--- config.mk ---
export PLATFORM = sky130hd
export DESIGN_NAME = hwpe_stream_protocol_monitor
export DESIGN_NICKNAME = d
export VERILOG_FILES = /design/src/rtl/hwpe_stream_protocol_monitor.sv
export SDC_FILE = /design/constraint.sdc
export NUM_CORES = 1
export LEC_CHECK = 0
export ABC_CLOCK_PERIOD_IN_PS = 6000
export CORE_AREA = 2 2 115 89
export CTS_BUF_LIST = sky130_fd_sc_hd__clkbuf_4
export DETAILED_ROUTE_END_ITERATION = 8
export DIE_AREA = 0 0 117 91
export MAX_ROUTING_LAYER = met4
export PLACE_DENSITY = 0.86
export SYNTH_ARGS = -nofsm -noshare
export SYNTH_HDL_FRONTEND = slang
export SYNTH_SLANG_ARGS = --single-unit
--- constraint.sdc ---
create_clock -name clk_i -period 6 [get_ports clk_i]
set_clock_uncertainty 0.1 [all_clocks]
set_input_delay 1.5 -clock clk_i [delete_from_list [all_inputs] [get_ports clk_i]]
set_output_delay 1.5 -clock clk_i [all_outputs]
set_load 0.005 [all_outputs]
--- src/rtl/hwpe_stream_protocol_monitor.sv ---
// ---------------------------------------------------------------------------
// hwpe_stream_protocol_monitor
//
// Passive run-time checker for NB_CH HWPE stream handshakes. It flags three
// sticky per-channel errors:
//   - VCR:   data changed while a transfer was stalled (valid & ~ready).
//   - VDR:   valid dropped while a transfer was stalled.
//   - STALL: valid & ~ready held for STALL_TIMEOUT consecutive cycles
//            (STALL_TIMEOUT = 0 disables this check).
// It also captures the first error seen and counts handshakes per channel.
// Every output comes from a flop, so there is no combinational path from the
// tapped stream to the outputs.
//
// Optional feature macro: HWPE_STREAM_MON_STRB_CHECK_EN
//   defined   : a strobe change during a stall also raises VCR.
//   undefined : mon_strb_i is ignored and strobes are not registered.
//
// Ports
//   clk_i, rst_i            clock, synchronous active-high reset
//   clear_i                 synchronous soft clear (same effect as rst_i)
//   enable_i[NB_CH]         per-channel check enable
//   mon_valid_i/ready_i     tapped handshake, one bit per channel
//   mon_data_i/strb_i       tapped payload, channel c at [c*W +: W]
//   err_vcr_o/vdr_o/stall_o sticky per-channel errors
//   err_any_o               OR of all sticky errors
//   first_err_valid_o/ch_o/code_o  first error capture (01 VCR, 10 VDR, 11 STALL)
//   hs_cnt_o                saturating per-channel handshake counters
// ---------------------------------------------------------------------------
module hwpe_stream_protocol_monitor #(
  parameter int unsigned NB_CH         = 2,
  parameter int unsigned DATA_WIDTH    = 32,
  parameter int unsigned CNT_WIDTH     = 16,
  parameter int unsigned STALL_TIMEOUT = 1024,
  localparam int unsigned CH_W         = (NB_CH > 1) ? $clog2(NB_CH) : 1
) (
  input  logic                          clk_i,
  input  logic                          rst_i,
  input  logic                          clear_i,
  input  logic [NB_CH-1:0]              enable_i,
  input  logic [NB_CH-1:0]              mon_valid_i,
  input  logic [NB_CH-1:0]              mon_ready_i,
  input  logic [NB_CH*DATA_WIDTH-1:0]   mon_data_i,
  input  logic [NB_CH*DATA_WIDTH/8-1:0] mon_strb_i,
  output logic [NB_CH-1:0]              err_vcr_o,
  output logic [NB_CH-1:0]              err_vdr_o,
  output logic [NB_CH-1:0]              err_stall_o,
  output logic                          err_any_o,
  output logic                          first_err_valid_o,
  output logic [CH_W-1:0]               first_err_ch_o,
  output logic [1:0]                    first_err_code_o,
  output logic [NB_CH*CNT_WIDTH-1:0]    hs_cnt_o
);

  localparam int unsigned STRB_W = DATA_WIDTH / 8;
  localparam int unsigned SC_W   = (STALL_TIMEOUT > 0) ? $clog2(STALL_TIMEOUT + 1) : 1;
  localparam logic [SC_W-1:0] STALL_MAX  = SC_W'(STALL_TIMEOUT);
  localparam logic [SC_W-1:0] STALL_LAST = SC_W'((STALL_TIMEOUT > 0) ? STALL_TIMEOUT - 1 : 0);
  localparam logic [1:0] CODE_VCR   = 2'b01;
  localparam logic [1:0] CODE_VDR   = 2'b10;
  localparam logic [1:0] CODE_STALL = 2'b11;

  logic [NB_CH-1:0]                 prev_valid_q, prev_valid_d;
  logic [NB_CH-1:0]                 prev_ready_q, prev_ready_d;
  logic [NB_CH-1:0]                 hist_q, hist_d;
  logic [NB_CH*DATA_WIDTH-1:0]      prev_data_q, prev_data_d;
  logic [NB_CH-1:0][SC_W-1:0]       stall_cnt_q, stall_cnt_d;
  logic [NB_CH-1:0][CNT_WIDTH-1:0]  hs_cnt_q, hs_cnt_d;
  logic [NB_CH-1:0]                 err_vcr_q, err_vcr_d;
  logic [NB_CH-1:0]                 err_vdr_q, err_vdr_d;
  logic [NB_CH-1:0]                 err_stall_q, err_stall_d;
  logic                             first_err_valid_q, first_err_valid_d;
  logic [CH_W-1:0]                  first_err_ch_q, first_err_ch_d;
  logic [1:0]                       first_err_code_q, first_err_code_d;

  logic [NB_CH-1:0]                 armed, data_chg, stall_now;
  logic [NB_CH-1:0]                 vcr_ev, vdr_ev, stall_ev;

`ifdef HWPE_STREAM_MON_STRB_CHECK_EN
  logic [NB_CH*STRB_W-1:0]          prev_strb_q, prev_strb_d;
`else
  logic                             unused_strb;
  assign unused_strb = ^mon_strb_i;
`endif

  always_comb begin
    prev_valid_d      = mon_valid_i;
    prev_ready_d      = mon_ready_i;
    prev_data_d       = mon_data_i;
    // History is only meaningful if the previous cycle was enabled too.
    hist_d            = enable_i;
    stall_cnt_d       = stall_cnt_q;
    hs_cnt_d          = hs_cnt_q;
    armed             = '0;
    data_chg          = '0;
    stall_now         = '0;
    vcr_ev            = '0;
    vdr_ev            = '0;
    stall_ev          = '0;
    first_err_valid_d = first_err_valid_q;
    first_err_ch_d    = first_err_ch_q;
    first_err_code_d  = first_err_code_q;
`ifdef HWPE_STREAM_MON_STRB_CHECK_EN
    prev_strb_d       = mon_strb_i;
`endif

    for (int c = 0; c < NB_CH; c++) begin
      // A transfer was offered but not accepted last cycle: payload must hold.
      armed[c]    = enable_i[c] & hist_q[c] & prev_valid_q[c] & ~prev_ready_q[c];
      data_chg[c] = mon_data_i[c*DATA_WIDTH +: DATA_WIDTH] != prev_data_q[c*DATA_WIDTH +: DATA_WIDTH];
`ifdef HWPE_STREAM_MON_STRB_CHECK_EN
      data_chg[c] = data_chg[c] | (mon_strb_i[c*STRB_W +: STRB_W] != prev_strb_q[c*STRB_W +: STRB_W]);
`endif
      vcr_ev[c]    = armed[c] & data_chg[c];
      vdr_ev[c]    = armed[c] & ~mon_valid_i[c];

      stall_now[c] = enable_i[c] & mon_valid_i[c] & ~mon_ready_i[c];
      if ((STALL_TIMEOUT != 0) && stall_now[c]) begin
        // Counter saturates at the timeout; the error fires only on the
        // cycle that brings it there.
        if (stall_cnt_q[c] != STALL_MAX) stall_cnt_d[c] = stall_cnt_q[c] + 1'b1;
        stall_ev[c] = (stall_cnt_q[c] == STALL_LAST);
      end else begin
        stall_cnt_d[c] = '0;
      end

      if (enable_i[c] && mon_valid_i[c] && mon_ready_i[c] && (hs_cnt_q[c] != '1))
        hs_cnt_d[c] = hs_cnt_q[c] + 1'b1;
    end

    err_vcr_d   = err_vcr_q | vcr_ev;
    err_vdr_d   = err_vdr_q | vdr_ev;
    err_stall_d = err_stall_q | stall_ev;

    // Scan from the top down so the lowest-indexed channel is written last.
    if (!first_err_valid_q) begin
      for (int c = NB_CH - 1; c >= 0; c--) begin
        if (vcr_ev[c] || vdr_ev[c] || stall_ev[c]) begin
          first_err_valid_d = 1'b1;
          first_err_ch_d    = CH_W'(c);
          first_err_code_d  = vcr_ev[c] ? CODE_VCR : (vdr_ev[c] ? CODE_VDR : CODE_STALL);
        end
      end
    end
  end

  always_ff @(posedge clk_i) begin
    if (rst_i || clear_i) begin
      prev_valid_q      <= '0;
      prev_ready_q      <= '0;
      hist_q            <= '0;
      stall_cnt_q       <= '0;
      hs_cnt_q          <= '0;
      err_vcr_q         <= '0;
      err_vdr_q         <= '0;
      err_stall_q       <= '0;
      first_err_valid_q <= 1'b0;
      first_err_ch_q    <= '0;
      first_err_code_q  <= '0;
    end else begin
      prev_valid_q      <= prev_valid_d;
      prev_ready_q      <= prev_ready_d;
      hist_q            <= hist_d;
      stall_cnt_q       <= stall_cnt_d;
      hs_cnt_q          <= hs_cnt_d;
      err_vcr_q         <= err_vcr_d;
      err_vdr_q         <= err_vdr_d;
      err_stall_q       <= err_stall_d;
      first_err_valid_q <= first_err_valid_d;
      first_err_ch_q    <= first_err_ch_d;
      first_err_code_q  <= first_err_code_d;
    end
  end

  // Payload history is qualified by hist_q, so it needs no reset.
  always_ff @(posedge clk_i) begin
    prev_data_q <= prev_data_d;
`ifdef HWPE_STREAM_MON_STRB_CHECK_EN
    prev_strb_q <= prev_strb_d;
`endif
  end

  assign err_vcr_o         = err_vcr_q;
  assign err_vdr_o         = err_vdr_q;
  assign err_stall_o       = err_stall_q;
  assign err_any_o         = |{err_vcr_q, err_vdr_q, err_stall_q};
  assign first_err_valid_o = first_err_valid_q;
  assign first_err_ch_o    = first_err_ch_q;
  assign first_err_code_o  = first_err_code_q;
  assign hs_cnt_o          = hs_cnt_q;

endmodule

==> results.toml, run 1 <==
[floorplanning]
die_area_mm2 = 0.01065
floorplan.rows = 31
initial_utilization_pct = 53.50
die_height_um = 91
die_width_um = 117
core_area_mm2 = 0.009503
pin_count = 124

[setup_path]
worstSetupStartpoint = "mon_data_i[25]"
crit_arrival_ns = 3.59
rr_endpoint = "first_err_valid_o"
crit_path_max_incr_delay_ns = 0.50
reg2reg_depth = 7
critPathCaptureType = "flip-flop"
timing.rr.start = "prev_data_q[25]"
setup.worst_path.class = "input port to flip-flop"
crit_slowest_cell = "clkdlybuf4s50_1"
crit_path_max_fanout = 3
timing.critical_path.required_ns = 6.28
critical_path.n_buffers_inverters = 2
rrSetupSlack_ns = 3.78
worstSetupStartpointType = "input port"
chain_of_cells_forming_the_critical_path = "clkdlybuf4s50_1 > xnor2_1 > nand4_1 > nor4_1 > a21o_1 > inv_1 > nor3_1 > a41oi_1"
crit_family = "simple AND/OR/NAND/NOR gates"

[drt]
vias_per_cell = 5.030
detail_route.wirelength_mm = 11.04
drc = 0
drt_iter0_drc = 201
drt-pass1-iter-count = 4
wl_per_cell_um = 14.45
detailroute.via_count = 3843
number_of_nets_with_antenna_violations_after_routing = 0

[cells_and_area]
final_nets = 706
synthToLayoutAreaGrowth_pct = 31.73
drive_gt1_share_pct = 7.753
diodes = 0

[yosys]
synth_compound_gate_area_share_pct = 4.479
seq_area_frac_synth_pct = 52.77
largest_family_of_logic_cells_by_synthesized_area = "simple AND/OR/NAND/NOR gates"
synth_top_area_cell = "dfxtp_1"
syn_area_per_cell_um2 = 10.29
ys_top_cells_by_count = "dfxtp_1, nor2_1, xor2_1"
synthFlopType = "dfxtp_1"
edff_count_synth = 0
post_synth_num_cell_types = 47
synth-warning-count = 0
synth_nets = 581
post_synth_xor_area_fraction_pct = 17.75
synthAdderAreaFrac_pct = 1.477
post_synth_inst_count = 494
yosys-mux-area-fraction_pct = 0.8368
postSynth.asyncResetShare_pct = 0
dominant_cell_by_count_in_the_synthesized_netlist = "dfxtp_1"
synthSimpleGateAreaFrac_pct = 21.14
synth_top_cell_area_share_pct = 52.77
netlist_top_cells_area = "dfxtp_1, xor2_1, xnor2_1"
ys_ff_latch = 134
mappedNetlistArea_mm2 = 0.005084

[cts]
clock_tree_from_tritoncts = "built"
cts_setup_buffers = 0
cts_made_buffers = 17
cts_hold_buffers = 0
clock_tree.htree_level_count = 4
clock_sink_count = 134
worstSkewPairLatency_ns = 0.55
clk_transition_reported_paths_ns = 0.10
cts_root_buf = "clkbuf_4"
clockBufferDepth = 2
quantity_of_gates_resized_following_cts = 0

[timing]
timing_hold_violations_final = 0
period_needed_ns = 3.314
final.setup.tns_ns = 0
fmax_ghz = 0.3018
timing.final.max_slew_violations = 0
slew_headroom_pct = 48.43
worst_slack_ns = 2.686
post-route-period-util_pct = 55.23
rsz0062_at_grt = "false"
worstMarginPinSlew_ns = 0.7735
finalSetupViolCount = 0

[status]
status = "completed"

[placement]
gp_congestion = 0.8737
portBuffers = 115
pre_cts_ws_ns = 2.157
hpwl_mm = 8.473

[pwr]
p_per_area_mw_per_mm2 = 259.2
power_leakage_nw = 2.390
worst_ir_drop_vdd_uv = 125.4

[min_path]
hold_path_class = "flip-flop to flip-flop"
min_delay_startpoint = "err_stall_o[1]"
whs_endpoint = "err_stall_o[1]"
hold-path-cell-count = 2

[grt]
antenna_found_initial = 0
grt_pass1_vias = 3822
grt_start_max_net_pins = 41
global_route.usage.total_pct = 22.65
grt_first_pass_wirelength_mm = 17.93
globalRoute.totalOverflow = 0

[flow_run]
max-cap-violations = 0
## cells by family (layout without fill, tap and decap cells)
| logic type | after synthesis | count (layout) |
|---|---|---|
| flip-flops | 134 | 134 |
| multiplexers | 4 | 4 |
| buffers and inverters | 19 | 157 |
| XOR/XNOR | 103 | 103 |
| AND/OR/NAND/NOR | 197 | 197 |
| AO/OA/AOI/OAI | 31 | 31 |
| adder cells (fa/ha/maj) | 6 | 6 |
## placed cells by master (no fill, tap or decap), types with 10 or more instances in the layout
cell type	netlist	final
inv_1	10	10
nor4_1	15	15
nand4_1	21	21
clkdlybuf4s50_1	0	115
a21oi_1	12	12
xor2_1	57	57
xnor2_1	46	46
nand3_1	23	23
dfxtp_1	134	134
nor2_1	66	66
clkbuf_4	0	21
nand2_1	20	20
## worst register-to-register path: stages, from the launching register on
cell	delay, ns
dfxtp_1	0.32
xnor2_1	0.19
nand4_1	0.13
nor4_1	0.49
a21o_1	0.26
inv_1	0.10
nor3_1	0.30
a41oi_1	0.16
## metal layers
metal / routed length, µm / global-route usage (%) / share of wire, %
met1: 4490 / 24.56 / 41
met4: 225 / 9.608 / 2.0
met2: 5634 / 38.20 / 51
met3: 691 / 6.943 / 6.3
met5: 0 / - / 0
## per-stage QoR
stage / total power, mW / instance area [µm²] / std cells / hold slack [ns] / utilization (%)
6_report: 1.736 / 6696 / 764 / 0.3744 / 70.47
5_1_grt: 1.801 / 6696 / 764 / 0.4087 / 70.47
4_1_cts: 1.753 / 6696 / 764 / 0.3793 / 70.47
3_5_place_dp: 1.061 / 6359 / 732 / 0.3632 / 66.91
3_3_place_gp: 1.054 / 6359 / 732 / 0.3563 / 66.91
2_1_floorplan: 0.9925 / 5084 / 494 / 0.3546 / -
## flip-flops by register name, indices dropped and copies added, names as in the netlist
| name | count |
|---|---|
| first_err_valid_o | 1 |
| prev_ready_q | 2 |
| err_vdr_o | 2 |
| prev_data_q | 64 |
| hist_q | 2 |
| stall_cnt_q | 22 |
| err_stall_o | 2 |
| first_err_ch_o | 1 |
| hs_cnt_o | 32 |
| first_err_code_o | 2 |
| prev_valid_q | 2 |
| err_vcr_o | 2 |
## power breakdown
part	internal, mW	switching [mW]
registers	0.915	0.0115
clock network	0.386	0.310
logic	0.0716	0.0422
## final cells by class
type,instances,area (µm²)
Tap cell,132,165.2
Inverter,10,37.54
Timing Repair Buffer,115,1151
Clock buffer,21,157.7
Clock inverter,11,180.2
Multi-Input combinational cell,341,2322
Fill cell,714,2806
Sequential cell,134,2683
## worst max-delay path by stage
stage	endpoint	slack (ns)	depth (start not counted)
2_1_floorplan	first_err_ch_o	3.08	6
3_3_place_gp	first_err_valid_o	2.30	8
3_5_place_dp	first_err_valid_o	2.16	8
4_1_cts	err_any_o	2.65	3
5_1_grt	first_err_valid_o	2.55	8
6_report	first_err_valid_o	2.69	8
Power figures use the tool's default switching activity.
==> inputs of run 2 (changes only) <==
==> config.mk (replaced) <==
export PLATFORM = sky130hd
export DESIGN_NAME = hwpe_stream_protocol_monitor
export DESIGN_NICKNAME = d
export VERILOG_FILES = /design/src/rtl/hwpe_stream_protocol_monitor.sv
export SDC_FILE = /design/constraint.sdc
export NUM_CORES = 1
export LEC_CHECK = 0
export ABC_CLOCK_PERIOD_IN_PS = 3100
export CORE_AREA = 2 2 119 92
export CTS_BUF_LIST = sky130_fd_sc_hd__clkbuf_4
export DETAILED_ROUTE_END_ITERATION = 8
export DIE_AREA = 0 0 121 94
export MAX_ROUTING_LAYER = met4
export PLACE_DENSITY = 0.81
export SYNTH_ARGS = -nofsm -noshare
export SYNTH_HDL_FRONTEND = slang
export SYNTH_SLANG_ARGS = --single-unit
==> constraint.sdc (replaced) <==
create_clock -name clk_i -period 3.1 [get_ports clk_i]
set_clock_uncertainty 0.1 [all_clocks]
set_input_delay 0.775 -clock clk_i [delete_from_list [all_inputs] [get_ports clk_i]]
set_output_delay 0.775 -clock clk_i [all_outputs]
set_load 0.005 [all_outputs]
==> results.toml, run 2 (synthesis gave the netlist of run 1 again) <==
[cts]
clk_transition_reported_paths_ns = 0.11
cts_hold_buffers = 0
cts_root_buf = "clkbuf_4"
clock_tree_from_tritoncts = "built"
quantity_of_gates_resized_following_cts = 0
cts_made_buffers = 17
cts_setup_buffers = 0
clock_tree.htree_level_count = 4
clockBufferDepth = 2
worstSkewPairLatency_ns = 0.54
clock_sink_count = 134

[grt]
global_route.usage.total_pct = 20.72
grt_start_max_net_pins = 23
antenna_found_initial = 0
grt_pass1_vias = 3860
met2_usage_pct = 34.46
grt_first_pass_wirelength_mm = 18.04
globalRoute.totalOverflow = 0
global_route.peak_usage_layer = "met2"
grt_util_met1_pct = 24.91
met3_usage_pct = 5.765

[setup_path]
crit_arrival_ns = 1.71
crit_slowest_cell = "clkdlybuf4s50_1"
crit_family = "buffers and inverters"
timing.critical_path.required_ns = 2.22
critPathCaptureType = "primary output"
worstSetupStartpointType = "flip-flop"
critical_path.n_buffers_inverters = 1
crit_path_max_incr_delay_ns = 0.48
setup.worst_path.class = "flip-flop to primary output"
crit_path_max_fanout = 3
chain_of_cells_forming_the_critical_path = "nor4_1 > nand2_1 > clkdlybuf4s50_1"

[cells_and_area]
final_core_util_pct = 65.84
most-common-layout-cells = "dfxtp_1, clkdlybuf4s50_1, nor2_1, xor2_1, xnor2_1"
final_nets = 709
largest-register = "prev_data_q"
drive_gt1_share_pct = 8.346
synthToLayoutAreaGrowth_pct = 31.18
largest_register_ff_count = 64
diodes = 0
layout_commonest_cell = "dfxtp_1"
finish.cell_count_without_fillers = 771

[drt]
number_of_nets_with_antenna_violations_after_routing = 0
drt-pass1-iter-count = 4
drc = 0
vias_per_cell = 4.953
wl_per_cell_um = 13.91
detail_route.wirelength_mm = 10.73
detailroute.via_count = 3819
drt_iter0_drc = 145

[placement]
gp_congestion = 0.7888
hpwl_mm = 8.111
dp_cells = 739
pre_cts_ws_ns = 0.05535
portBuffers = 115

[floorplanning]
floorplan.rows = 32
die_area_mm2 = 0.01137
initial_utilization_pct = 50.19
pin_count = 124
die_height_um = 94
die_width_um = 121
core_area_mm2 = 0.01013

[timing]
timing.final.max_slew_violations = 0
final.setup.tns_ns = 0
worst_slack_ns = 0.5185
rsz0062_at_grt = "false"
finalSetupViolCount = 0
timing_hold_violations_final = 0
period_needed_ns = 2.582
fmax_ghz = 0.3874
post-route-period-util_pct = 83.27
slew_headroom_pct = 62.93
worstMarginPinSlew_ns = 0.5540

[pwr]
power.net_switching_mw = 0.7657
worst_ir_drop_vdd_uv = 199.6
power_leakage_nw = 2.361
total_power_mw = 3.155
power.switching_fraction_pct = 24.27
cell_internal_pwr_mw = 2.389
p_per_area_mw_per_mm2 = 473.1
share_clk_of_total_power_pct = 36.1
power.share.combinational_pct = 7.0
power.sequential.fraction_pct = 56.8

[min_path]
hold_path_class = "flip-flop to flip-flop"

[flow_run]
max-cap-violations = 0

[status]
status = "completed"
## run 2: per-stage QoR
stage,hold WS [ns],cell area [µm²]
5_1_grt,0.4247,6669
2_1_floorplan,0.3546,5084
6_report,0.3858,6669
4_1_cts,0.3909,6669
3_3_place_gp,0.3536,6386
3_5_place_dp,0.3737,6386
## run 2: path summary, 6_finish.rpt
check	slack, ns	from	depth (start not counted)	endpoint
max reg2reg	0.87	stall_cnt_q[11]	8	first_err_code_o[1]
max	0.52	err_vcr_o[0]	3	err_any_o
min reg2reg	0.39	err_stall_o[1]	2	err_stall_o[1]
min	0.39	err_stall_o[1]	2	err_stall_o[1]
## run 2: layout make-up
type,count,area (µm²)
fillers,776,3461
flip-flops and latches,134,2683
multi-input cells,341,2322
repair buffers,118,1174
well taps,136,170.2
clock inverters,15,155.1
clock buffers,17,127.6
inverters,10,37.54
## run 2: layer usage
layer  up-vias  wire length (µm)  share of wire, %
li1       1940                 -                 -
met1      1770              4937                46
met2        91              5145                48
met3        18               531               5.0
met4         0               112               1.0
met5         -                 0                 0
## run 2: power by group through the flow
stage	logic [mW]	clock network, mW	registers, mW
2_1_floorplan	0.0932	0	1.83
3_5_place_dp	0.222	0	1.83
3_3_place_gp	0.214	0	1.83
6_report	0.222	1.14	1.79
4_1_cts	0.224	1.16	1.79
5_1_grt	0.243	1.24	1.80
## run 2: worst register-to-register path: cells and delay by family, from the launching register on
| kind | cells | cell delay, ns |
|---|---|---|
| AND/OR/NAND/NOR | 5 | 0.89 |
| AO/OA/AOI/OAI | 2 | 0.48 |
| flip-flops | 1 | 0.41 |
| adder cells (fa/ha/maj) | 1 | 0.24 |
==> inputs of run 3 (changes only) <==
--- a/config.mk
+++ b/config.mk
@@ -5,7 +5,7 @@
 export SDC_FILE = /design/constraint.sdc
 export NUM_CORES = 1
 export LEC_CHECK = 0
-export ABC_CLOCK_PERIOD_IN_PS = 3100
+export ABC_CLOCK_PERIOD_IN_PS = 2400
 export CORE_AREA = 2 2 119 92
 export CTS_BUF_LIST = sky130_fd_sc_hd__clkbuf_4
 export DETAILED_ROUTE_END_ITERATION = 8
==> constraint.sdc (replaced) <==
create_clock -name clk_i -period 2.4 [get_ports clk_i]
set_clock_uncertainty 0.1 [all_clocks]
set_input_delay 0.6 -clock clk_i [delete_from_list [all_inputs] [get_ports clk_i]]
set_output_delay 0.6 -clock clk_i [all_outputs]
set_load 0.005 [all_outputs]
==> results.toml, run 3 (synthesis gave the netlist of run 1 again) <==
[cts]
cts_root_buf = "clkbuf_4"
cts_hold_buffers = 0
clockBufferDepth = 2
clock_tree.htree_level_count = 4
clock_sink_count = 134
clk_transition_reported_paths_ns = 0.10
quantity_of_gates_resized_following_cts = 1
clock_tree_from_tritoncts = "built"
cts_setup_buffers = 0
cts_made_buffers = 17
worstSkewPairLatency_ns = 0.52

[drt]
detail_route.wirelength_mm = 10.91
vias_per_cell = 4.905
drt_iter0_drc = 253
detailroute.via_count = 3860
number_of_nets_with_antenna_violations_after_routing = 0
drc = 0
drt-pass1-iter-count = 6
wl_per_cell_um = 13.86

[floorplanning]
die_height_um = 94
core_area_mm2 = 0.01013
initial_utilization_pct = 50.19
die_area_mm2 = 0.01137
die_width_um = 121
pin_count = 124
floorplan.rows = 32

[pwr]
total_power_mw = 4.465
p_per_area_mw_per_mm2 = 649.4
power_leakage_nw = 2.502
worst_ir_drop_vdd_uv = 317.6

[timing]
worstMarginPinSlew_ns = 0.3746
finalSetupViolCount = 0
post-route-period-util_pct = 94.14
fmax_ghz = 0.4426
period_needed_ns = 2.259
slew_headroom_pct = 74.80
rsz0062_at_grt = "false"
timing_hold_violations_final = 0
timing.final.max_slew_violations = 0
worst_slack_ns = 0.1406

[setup_path]
critical_path.n_buffers_inverters = 3
rr_endpoint = "first_err_code_o[1]"
rrSetupSlack_ns = 0.25
crit_arrival_ns = 2.62
worstSetupStartpointType = "input port"
critPathCaptureType = "flip-flop"
setup.worst_path.class = "input port to flip-flop"
crit_family = "simple AND/OR/NAND/NOR gates"
crit_path_max_fanout = 2
crit_slowest_cell = "clkdlybuf4s50_1"
crit_path_max_incr_delay_ns = 0.50
timing.rr.start = "stall_cnt_q[11]"
timing.critical_path.required_ns = 2.76
reg2reg_depth = 8
chain_of_cells_forming_the_critical_path = "clkdlybuf4s50_1 > xnor2_1 > nand4_1 > nor4_1 > buf_4 > a21o_1 > inv_1 > nor3_1 > o221a_2"

[cells_and_area]
layout_commonest_cell = "dfxtp_1"
final_nets = 725
diodes = 0
regArea_mm2 = 0.002683
summed_area_of_non_filler_cells_in_the_final_layout_mm2 = 0.006877
multi_input_comb_area_mm2 = 0.002322
most-common-layout-cells = "dfxtp_1, clkdlybuf4s50_1, nor2_1, xor2_1, xnor2_1"
largest_register_ff_count = 64
largest-register = "prev_data_q"
drive_gt1_share_pct = 10.75
synthToLayoutAreaGrowth_pct = 35.27
fill_cells = 760

[grt]
antenna_found_initial = 0
grt_pass1_vias = 3922
global_route.usage.total_pct = 21.12
grt_first_pass_wirelength_mm = 18.30
grt_start_max_net_pins = 23
globalRoute.totalOverflow = 0

[placement]
hpwl_mm = 8.316
post_dp_cell_area_mm2 = 0.006506
pre_cts_ws_ns = -0.3979
portBuffers = 115
gp_congestion = 0.8325

[min_path]
hold_path_class = "flip-flop to flip-flop"
whs_endpoint = "err_stall_o[1]"
hold-path-cell-count = 2
min_delay_startpoint = "err_stall_o[1]"

[status]
status = "completed"

[flow_run]
max-cap-violations = 0
[run 3: cell types whose count changed in the layout (fill, tap and decap cells not counted), moves of 2 or more]
cell	before	now
bufinv_16	2	6
inv_6	2	0
buf_4	3	19
clkinvlp_4	5	1
clkbuf_4	17	19
[run 3: power by group]
group	total, mW	switching (mW)	internal (mW)
combinational	0.294	0.107	0.187
sequential	2.31	0.0274	2.29
clock	1.86	0.798	1.06
total	4.47	0.933	3.53
[run 3: worst min-delay path, stage by stage, from the launching register on]
cell and delay, ns:
dfxtp_1 0.34, inv_1 0.05, a21oi_1 0.06
[run 3: layout make-up]
cell class,count,area share [%]
inverter,10,0.5459
tap,136,2.475
clock buffer,19,2.074
clock inverter,13,3.330
timing repair buffer,134,18.80
multi-input combinational,341,33.77
sequential,134,39.01
[run 3: per-stage QoR]
stage	setup TNS (ns)	instances	hold WS (ns)	utilization (%)
after CTS	0	787	0.3960	67.89
after detailed placement	-2.055	755	0.3812	64.23
final	0	787	0.3878	67.89
after global placement	-1.691	755	0.3517	64.23
after global routing	0	787	0.4146	67.89
after floorplan	0	494	0.3546	-
[run 3: how the worst max path moves through the flow]
stage	startpoint	endpoint	cells past startpoint
after floorplan	mon_data_i[63]	first_err_ch_o	6
after detailed placement	mon_data_i[11]	first_err_valid_o	9
final	mon_data_i[8]	first_err_ch_o	9
after CTS	first_err_valid_o	first_err_valid_o	1
after global routing	mon_data_i[29]	first_err_valid_o	9
after global placement	mon_data_i[11]	first_err_valid_o	9
[run 3: per-layer routing]
layer	global-route usage, %	part of all wire [%]	vias to the layer above
met5	-	0	-
li1	-	-	1979
met3	5.279	4.7	16
met4	8.624	2.0	0
met2	35.44	49	82
met1	24.32	45	1783
